**config.mk**
```make
export PLATFORM = sky130hd
export DESIGN_NAME = aidc_lite_comp_pingpong_buffer
export DESIGN_NICKNAME = d
export VERILOG_FILES = /design/src/rtl/aidc_lite_comp_pingpong_buffer.sv
export SDC_FILE = /design/constraint.sdc
export NUM_CORES = 1
export LEC_CHECK = 0
export CAP_MARGIN = 20
export CORE_MARGIN = 2
export CORE_UTILIZATION = 40
export CTS_BUF_LIST = sky130_fd_sc_hd__clkbuf_16
export DETAILED_ROUTE_END_ITERATION = 10
export PLACE_DENSITY = 0.65
export REMOVE_ABC_BUFFERS = 1
export SYNTH_ARGS = -nofsm -noshare
export SYNTH_HDL_FRONTEND = slang
export SYNTH_SLANG_ARGS = --single-unit
```
**constraint.sdc**
```tcl
create_clock -name clk -period 3.9 [get_ports clk]
set_input_delay 0.975 -clock clk [delete_from_list [all_inputs] [get_ports clk]]
set_output_delay 0.975 -clock clk [all_outputs]
set_load 0.005 [all_outputs]
```
**src/rtl/aidc_lite_comp_pingpong_buffer.sv**
```systemverilog
// Two-bank ping-pong staging buffer between the compressor packer and the output stage.
// One bank fills with byte-enabled writes while the other, once committed, is read and released.
module aidc_lite_comp_pingpong_buffer #(
    parameter int unsigned DATA_WIDTH = 64,
    parameter int unsigned ADDR_WIDTH = 3
) (
    input  logic                  clk,
    input  logic                  rst_n,
    input  logic                  wren_i,
    input  logic [ADDR_WIDTH-1:0] waddr_i,
    input  logic [DATA_WIDTH/8-1:0] wbe_i,
    input  logic [DATA_WIDTH-1:0] wdata_i,
    input  logic                  wcommit_i,
    input  logic [ADDR_WIDTH:0]   wlen_i,
    output logic                  wready_o,
    input  logic [ADDR_WIDTH-1:0] raddr_i,
    output logic [DATA_WIDTH-1:0] rdata_o,
    output logic                  rvalid_o,
    output logic [ADDR_WIDTH:0]   rlen_o,
    input  logic                  rrelease_i,
    output logic [1:0]            occ_o,
    output logic                  err_o
);

    localparam int unsigned BE_WIDTH = DATA_WIDTH / 8;
    localparam int unsigned DEPTH    = 1 << ADDR_WIDTH;
    localparam int unsigned LEN_W    = ADDR_WIDTH + 1;

    // Bank storage; never reset, visibility is gated by the full flags.
    logic [DATA_WIDTH-1:0] r_mem [2][DEPTH];

    logic [1:0]       r_full;
    logic [LEN_W-1:0] r_len [2];
    logic             r_wbank;
    logic             r_rbank;
    logic             r_err;

    logic             w_len_ok;
    logic             w_wr_en;
    logic             w_commit;
    logic             w_bad_commit;
    logic             w_release;
    logic             w_rd_hit;
    logic [1:0]       w_full_nxt;
    logic             w_wbank_nxt;
    logic             w_rbank_nxt;

    // Status outputs derived directly from bank state.
    assign wready_o = ~r_full[r_wbank];
    assign rvalid_o = r_full[r_rbank];
    assign rlen_o   = rvalid_o ? r_len[r_rbank] : '0;
    assign occ_o    = 2'({1'b0, r_full[0]}) + 2'({1'b0, r_full[1]});
    assign err_o    = r_err;

    // Request qualification: commits and writes only act on a free bank.
    assign w_len_ok     = (wlen_i != '0) && (wlen_i <= LEN_W'(DEPTH));
    assign w_wr_en      = wren_i & wready_o;
    assign w_commit     = wcommit_i & wready_o & w_len_ok;
    assign w_bad_commit = wcommit_i & wready_o & ~w_len_ok;
    assign w_release    = rrelease_i & rvalid_o;

    // Random-access read; out-of-range or uncommitted reads return zero.
    assign w_rd_hit = rvalid_o && (LEN_W'(raddr_i) < rlen_o);
    assign rdata_o  = w_rd_hit ? r_mem[r_rbank][raddr_i] : '0;

    // Next bank state; commit and release always target different banks.
    always_comb begin
        w_full_nxt  = r_full;
        w_wbank_nxt = r_wbank;
        w_rbank_nxt = r_rbank;
        if (w_commit) begin
            w_full_nxt[r_wbank] = 1'b1;
            w_wbank_nxt         = ~r_wbank;
        end
        if (w_release) begin
            w_full_nxt[r_rbank] = 1'b0;
            w_rbank_nxt         = ~r_rbank;
        end
    end

    // Bank flags, pointers, lengths and the illegal-commit pulse.
    always_ff @(posedge clk or negedge rst_n) begin
        if (!rst_n) begin
            r_full  <= '0;
            r_wbank <= 1'b0;
            r_rbank <= 1'b0;
            r_len   <= '{default: '0};
            r_err   <= 1'b0;
        end else begin
            r_full  <= w_full_nxt;
            r_wbank <= w_wbank_nxt;
            r_rbank <= w_rbank_nxt;
            r_err   <= w_bad_commit;
            if (w_commit) begin
                r_len[r_wbank] <= wlen_i;
            end
        end
    end

    // Byte-enabled write into the bank currently being filled.
    always_ff @(posedge clk) begin
        if (w_wr_en) begin
            for (int i = 0; i < int'(BE_WIDTH); i++) begin
                if (wbe_i[i]) begin
                    r_mem[r_wbank][waddr_i][i*8 +: 8] <= wdata_i[i*8 +: 8];
                end
            end
        end
    end

endmodule

```
## Word-level counts from Yosys, hierarchy flattened

Memory sizes are Yosys's and may differ from the RTL's.
Index checks and enable logic that the tools add are counted.

| word-level totals | value |
|---|---|
| flip-flop bits (word level) | 13 |
| bits in latches | 0 |
| memory bits (writable) | 1024 |
| bits in read-only memories | 0 |
| input port bits | 87 |
| output and inout bits | 73 |
| memories | 1 |

| cells by class | value |
|---|---|
| add/sub/neg operators | 1 |
| multiply operators | 0 |
| div/mod/pow operators | 0 |
| order comparisons | 12 |
| eq/ne operators | 0 |
| shifts and indexed selects | 0 |
| mux-type cells | 3645 |
| bitwise logic cells | 3600 |
| reduce and logical (&&, ||, !) cells | 7 |

Memories:

| memory | words | width | read ports | clocked after Yosys merged registers in | write ports | line | source |
|---|---|---|---|---|---|---|---|
| r_mem | 2 | 512 | 1 | 0 | 1 | 30 | `logic [DATA_WIDTH-1:0] r_mem [2][DEPTH];` |

Operators with widths:

| kind | number |
|---|---|
| $mux 512 | 8 |
| $mux 1 | 3606 |
| $or 1x1->1 | 3584 |
| $demux 64 s3 | 8 |
| $mux 64 | 4 |
| $bmux 64 s3 | 1 |
| $mux 56 | 1 |
| $mux 48 | 1 |
| $mux 40 | 1 |
| $mux 32 | 1 |
| $mux 24 | 1 |
| $mux 4 | 5 |
| $mux 16 | 1 |
| $bwmux 8 | 1 |
| $ge 4x4->1 const B | 2 |
| $mux 8 | 1 |
| $not 3->4 | 2 |
| $logic_and 1x1->1 | 6 |
| $and 1x1->1 | 5 |
| $demux 4 s1 | 1 |
| $ge 2x2->1 const B | 2 |
| $le 4x4->1 const B | 1 |
| $lt 1x2->1 const B | 2 |
| $lt 3x4->1 | 1 |
| 12 further kinds | 19 |

## Logic depth before layout (Yosys ltp)

Gate-level depths: netlist of the first run.

| depth | value |
|---|---|
| word-level depth | 13 |
| depth in mapped cells | 11 |

## Least setup slack after synthesis of the first run

OpenSTA, ideal clock, no wires.

| timing path | value |
|---|---|
| path type | register to output |
| from | reg r_rbank |
| to | out rdata_o[10] |
| data arrival time | 2.261 ns |
| slack | 0.664 ns |
| stages on the path, launching flop included | 11 |
| cell sequence | dfrtp_1 buf_4 buf_4 buf_2 mux2_2 nand2_1 ha_1 o21ai_0 o311ai_4 buf_6 a21oi_1 |

| on the way | value |
|---|---|
| word-level cells in the longest chain between the ends | 8 |

Ends and longest elaborated chain:

| what | line | source |
|---|---|---|
| start, declared | 35 | `logic r_rbank;` |
| start signal, assigned | 92 | `r_rbank <= w_rbank_nxt;` |
| $not 1->2 (not written as such) | 51 | `assign rlen_o = rvalid_o ? r_len[r_rbank] : '0;` |
| $mux 4 (not written as such) (3 in series) | 51 |  |
| $mux 4 | 51 |  |
| $lt 3x4->1 | 63 | `assign w_rd_hit = rvalid_o && (LEN_W'(raddr_i) < rlen_o);` |
| $logic_and 1x1->1 | 63 |  |
| $mux 64 (*) | 64 | `assign rdata_o = w_rd_hit ? r_mem[r_rbank][raddr_i] : '0;` |
| end, declared | 17 | `output logic [DATA_WIDTH-1:0] rdata_o,` |

Mark *: on every way between the ends. The rest lies on a longest branch, timed or not. The select of a mux whose other input is x is not followed.

## Worst setup path in the final report of the first run

| timing path | value |
|---|---|
| from | reg r_rbank |
| to | out rdata_o[63] |

Same word-level chain as after synthesis.

==> out/results.ini, run 1 <==
[die]
rows = 115
ios = 160
floorplan.die.height_um = 319
die_area_um2 = 102000
design.core.area_um2 = 98400
dieWidth_um = 319
initial_core_util = 0.404

[drt]
drt_iter0_markers = 1911
drc = 0
ant_nets = 0
wl_per_cell_um = 27.4
via_per_inst = 5.52
wirelength_um = 101000
firstDrtPassIters = 5
vias = 20288

[critical_path]
required_ns = 2.92
cp_slowest_cell = dfrtp_4
critPathMaxStageDelay_ns = 0.52
endpoint_kind = output pin
cp_cell_sequence = nor2b_4 > a21o_1 > buf_4 > nand2_4 > ha_4 > o21ai_4 > o311ai_4 > buf_12 > buf_12 > buf_16 > buf_12 > a21oi_2 > buf_2
cp.arrival_ns = 3.13
worst-setup-path-type = flop to output pin
crit_path_max_fanout = 5
startpoint_type = flop
crit_top_cell = buf_12

[place]
dp_hpwl_um = 61500
portBuffers = 159
gp_congestion = 0.793
dp.cells = 3402

[yosys]
syn_inst = 1801
synthTopCellsByArea = edfxtp_1, mux4_2, a22oi_1, nor2_1, a21oi_1
synth_cell_type_count = 36
ys_ff_latch = 1037
synthMostInstantiatedCell = edfxtp_1
ys_warn_count = 0
yosysTopAreaCellShare = 0.773
synth_edf_count = 1024
yosys.area.top_type = edfxtp_1
synth-seq-area-share = 0.781
synth-main-ff-cell = edfxtp_1
syn-cell-area_um2 = 39800
synth_common_cells = edfxtp_1, mux4_2, nor2_1
syn_avg_cell_area_um2 = 22.1
synthArstFlopShare = 0.0125

[clocking]
cts_num_sinks = 1037
cts_buffer_depth = 3
numCtsBuffers = 105
path_clk_slew_ns = 0.06
cts_tree = yes
postCtsHoldBufs = 0
htree_num_levels = 3
root_buffer = clkbuf_16
clk_latency_ns = 0.67

[pwr]
power.net_switching_mw = 8.11
cellLeakagePower_nw = 16.3
p_seq_frac = 0.408
p_int_mw = 22.8
power_density_nw_per_um2 = 617
ir_drop_mv = 0.396
power.share.combinational = 0.274
p_sw_frac = 0.262
power_frac_clock = 0.318

[finish]
synthToLayoutAreaGrowth_pct = 26.0
nets = 2386
regArea_um2 = 31100
multi_input_area_um2 = 8980
drive_gt1_frac = 0.409
final_cells = 3673
final_util = 0.509
num-fill-cells = 7724

[grt]
grt_pass1_wl_um = 146000
grt_max_degree = 47
overflow = 0
use_met1 = 0.264
met2_usage = 0.326
antenna_found_initial = 6
grt_use_met3 = 0.0401
grt_use_total = 0.196
grt.busiest_layer = met2
grt_pass1_vias = 21309

[job]
cap_viol_max_count = 0

[outcome]
status = finished with violations
violations = negative setup slack

[timing]
finalSetupViolations = 62
drv_slew = 0
hold_violations = 0
setup_slack_ns = -0.202
clock_skew_ns = 0.0149
rsz0062_at_grt = yes
post-route-period-util = 1.05
whs_ns = 0.510
slew-limit-headroom = 0.405
fin_crit_ns = 4.10
worst_pin_slew_ns = 0.889
setup_tns_ns = -6.48
fmax_mhz = 244

[min_path]
worstHoldPathType = flop to flop

==> flip-flops by register name, indices dropped and copies added (netlist names) <==
signal,count
r_mem,1024
r_rbank,1
r_wbank,1
r_full,2
err_o,1
r_len,8
==> cell families (layout without fill, tap and decap cells) <==
group,count (synthesis),in the layout,share of synthesized area
flip-flops,1037,1037,0.781
multiplexers,268,268,0.149
AO/OA/AOI/OAI,204,204,0.0347
AND/OR/NAND/NOR,181,181,0.0188
buffers and inverters,108,690,0.0155
adder cells (fa/ha/maj),3,3,0.000944
other,0,3,0
==> layout by cell type, fill, tap and decap left out, types with 6 or more instances in the layout <==
| cell type | instances |
|---|---|
| clkbuf_16 | 109 |
| clkinv_1 | 27 |
| edfxtp_1 | 1024 |
| dfrtp_1 | 12 |
| clkinv_2 | 17 |
| a22oi_1 | 40 |
| buf_12 | 47 |
| a22oi_2 | 86 |
| buf_8 | 7 |
| a21oi_4 | 19 |
| buf_4 | 242 |
| buf_2 | 62 |
| a21oi_1 | 6 |
| clkdlybuf4s50_1 | 93 |
| nand2_1 | 20 |
| buf_16 | 23 |
| mux4_2 | 256 |
| a21oi_2 | 41 |
| buf_6 | 11 |
| nor2_1 | 132 |
| nand3_1 | 8 |
| inv_1 | 24 |
| bufinv_16 | 12 |
==> final timing paths <==
check	startpoint	to	slack, ns	cells after the start
setup / recovery	r_rbank	rdata_o[63]	-0.20	13
hold / removal	r_len[6]	r_len[6]	0.51	1
setup reg to reg	r_wbank	r_mem[0][90]	0.90	5
hold reg to reg	r_len[6]	r_len[6]	0.51	1
max in group asynchronous	rst_n	r_rbank	2.70	1
min in group asynchronous	rst_n	err_o	0.71	1
==> what timing repair did <==
action | 4_1_cts | 5_1_grt
cloned | 19 | 3
setup endpoints to repair | 64 | 65
pin swaps | 45 | 15
gates resized for setup | 467 | 53
buffers inserted | 45 | 17
==> per-layer routing <==
layer | vias up | share of wire
met3 | 148 | 0.064
met5 | - | 0.00077
met2 | 626 | 0.50
li1 | 8618 | -
met1 | 10884 | 0.41
met4 | 12 | 0.021
==> layout make-up <==
| type | instances | share of cell area |
|---|---|---|
| flip-flops and latches | 1037 | 0.620 |
| multi-input cells | 656 | 0.179 |
| repair buffers | 492 | 0.0996 |
| clock buffers | 106 | 0.0530 |
| well taps | 1287 | 0.0321 |
| clock inverters | 88 | 0.0152 |
| inverters | 4 | 0.000300 |
| diodes | 3 | 0.000150 |
==> power by group through the flow <==
stage / Sequential, mW / Clock (mW) / Combinational [mW]
final: 12.6 / 9.83 / 8.47
after global routing: 12.6 / 10.5 / 8.94
after CTS: 12.6 / 10.0 / 8.34
after detailed placement: 12.9 / 0 / 5.69
after global placement: 12.8 / 0 / 5.63
after floorplan: 13.1 / 0 / 1.99
==> stage by stage <==
step	area, µm²	setup WS, ns	power (mW)
after floorplan	39200	-9.57	15.1
after global routing	50100	-0.285	32.1
final	50100	-0.202	30.9
after CTS	49800	-0.206	31.0
after global placement	44700	-0.621	18.5
after detailed placement	44700	-0.556	18.6
==> worst max-delay path: cells and delay by family (launching register included) <==
| family | cells | cell delay [ns] |
|---|---|---|
| AO/OA/AOI/OAI | 4 | 0.58 |
| adder cells (fa/ha/maj) | 1 | 0.27 |
| buffers and inverters | 6 | 0.87 |
| flip-flops | 1 | 0.52 |
| AND/OR/NAND/NOR | 2 | 0.19 |
(Power assumes the default switching activity.)
==> inputs of run 2 (changes only) <==
--- a/config.mk
+++ b/config.mk
@@ -7,10 +7,10 @@
 export LEC_CHECK = 0
 export CAP_MARGIN = 20
 export CORE_MARGIN = 2
-export CORE_UTILIZATION = 40
+export CORE_UTILIZATION = 60
 export CTS_BUF_LIST = sky130_fd_sc_hd__clkbuf_16
 export DETAILED_ROUTE_END_ITERATION = 10
-export PLACE_DENSITY = 0.65
+export PLACE_DENSITY = 0.88
 export REMOVE_ABC_BUFFERS = 1
 export SYNTH_ARGS = -nofsm -noshare
 export SYNTH_HDL_FRONTEND = slang
==> run 2 against run 1 <==
- the flow still finishes with violations (negative setup slack)
- via count is 8.5% higher
- core utilization rose by 22 points
- hold slack improved by 0.021 ns
- fmax shrank 6.2%
- clock power is 4.0% lower
- sequential share of layout area rose by 2.6 points
==> out/results.ini, run 2 (synthesis results as in run 1) <==
[outcome]
status = finished with violations
violations = negative setup slack

[critical_path]
startpoint_type = flop
endpoint_kind = output pin
worst-setup-path-type = flop to output pin
critPathCapture = rdata_o[23]
cp_cell_sequence = nor2b_4 > a21o_1 > nand2_2 > ha_4 > o21ai_4 > o311ai_4 > buf_12 > buf_16 > buf_8 > buf_6 > a21oi_2 > buf_2
r2r_setup_slack_ns = 0.64
crit_path_max_fanout = 8
critPathMaxStageDelay_ns = 0.56
rr_endpoint = r_mem[0][298]
required_ns = 2.92
timing.rr.start = r_wbank
cp_slowest_cell = dfrtp_4
reg2regPathDepth = 6
cp.arrival_ns = 3.40
critPathLaunch = r_rbank

[clocking]
cts_num_sinks = 1037
htree_num_levels = 3
path_clk_slew_ns = 0.06
postCtsHoldBufs = 0
root_buffer = clkbuf_16
cts_tree = yes
cts_buffer_depth = 3
numCtsBuffers = 96
clk_latency_ns = 0.67

[drt]
ant_nets = 0
drt_iter0_markers = 3334
firstDrtPassIters = 5
drc = 0
wl_per_cell_um = 34.0
vias = 22016
via_per_inst = 6.90
wirelength_um = 108000

[timing]
fmax_mhz = 229
setup_tns_ns = -20.76
setup_slack_ns = -0.474
finalSetupViolations = 63
slew-limit-headroom = 0.400
rsz0062_at_grt = yes
drv_slew = 0
hold_violations = 0
fin_crit_ns = 4.37
post-route-period-util = 1.12
whs_ns = 0.532
clock_skew_ns = 0.0267
worst_pin_slew_ns = 0.898

[die]
die_area_um2 = 68400
ios = 160
initial_core_util = 0.605
rows = 94
design.core.area_um2 = 65700
dieWidth_um = 261
floorplan.die.height_um = 261

[pwr]
power_density_nw_per_um2 = 614
power_mw = 29.5
cellLeakagePower_nw = 15.8
ir_drop_mv = 0.481

[finish]
drive_gt1_frac = 0.357
final_common_cell = edfxtp_1
final_util = 0.731
final_cells = 3191
largest-register = r_mem
top_regs = r_mem: 1024 flops, r_len: 8 flops, r_full: 2 flops
nets = 2329
largest_register_ffs = 1024
mostFrequentLayoutCells = edfxtp_1, mux4_2, buf_4
synthToLayoutAreaGrowth_pct = 20.8

[grt]
grt_use_total = 0.316
grt_max_degree = 40
grt_pass1_wl_um = 153000
antenna_found_initial = 8
overflow = 0
grt_pass1_vias = 22196

[place]
portBuffers = 159
dp_hpwl_um = 59700
gp_congestion = 0.850
dp.cells = 2954

[min_path]
worstHoldPathType = flop to flop

[job]
cap_viol_max_count = 0

run 2: cell types whose count changed in the layout (fill, tap and decap cells not counted), moves of 10 or more:
cell / previous run / this run
clkinv_1: 27 / 17
a21oi_1: 6 / 17
buf_16: 23 / 10
clkbuf_2: 2 / 24
a22oi_2: 86 / 8
buf_12: 47 / 31
a21oi_4: 19 / 7
buf_4: 242 / 208
buf_6: 11 / 21
buf_2: 62 / 38
a22oi_1: 40 / 118
run 2: area by class of cell:
cell class	count	area, µm²
clock inverter	80	658
tap	864	1080
multi-input combinational	656	8450
timing repair buffer	444	4270
clock buffer	99	2480
antenna	7	17.5
sequential	1037	31100
inverter	4	15.0
fill	3307	17700
run 2: report_power, final:
group	switching (mW)	internal, mW
clock network	4.16	5.28
registers	0.152	12.5
logic	3.53	3.84
run 2: metrics by stage:
| stage | worst slack, ns | instance area [µm²] |
|---|---|---|
| after floorplan | -9.57 | 39200 |
| after global placement | -0.402 | 44000 |
| after detailed placement | -0.399 | 44000 |
| after CTS | -0.469 | 47500 |
| after global routing | -0.525 | 48000 |
| final | -0.474 | 48000 |
run 2: metal layers:
layer  track usage  share of wire  vias to the layer above
li1              -              -                     8498
met1         0.414           0.34                    11274
met2         0.511           0.50                     1858
met3        0.0680           0.11                      380
met4         0.157          0.051                        6
met5             0        0.00039                        -
run 2: critical path, delay by kind of cell, from the launching register on:
kind / cells / cell delay (ns)
AO/OA/AOI/OAI: 4 / 0.78
adder cells (fa/ha/maj): 1 / 0.30
buffers and inverters: 5 / 0.76
flip-flops: 1 / 0.56
AND/OR/NAND/NOR: 2 / 0.31
run 2: repair_timing:
| action | in CTS | in global routing |
|---|---|---|
| setup buffers | 15 | 29 |
| pin swaps | 0 | 1 |
| gates cloned | 6 | 4 |
| gates resized for setup | 187 | 156 |
| endpoints found under the setup margin | 64 | 64 |
run 2: how the worst min path moves through the flow:
stage	start	end	depth (start not counted)	slack, ns
final	r_len[5]	r_len[5]	1	0.53
after detailed placement	r_len[4]	r_len[4]	1	0.50
after global placement	r_len[5]	r_len[5]	1	0.49
after global routing	r_len[5]	r_len[5]	1	0.55
after floorplan	r_len[5]	r_len[5]	1	0.48
after CTS	r_len[1]	r_len[1]	1	0.52
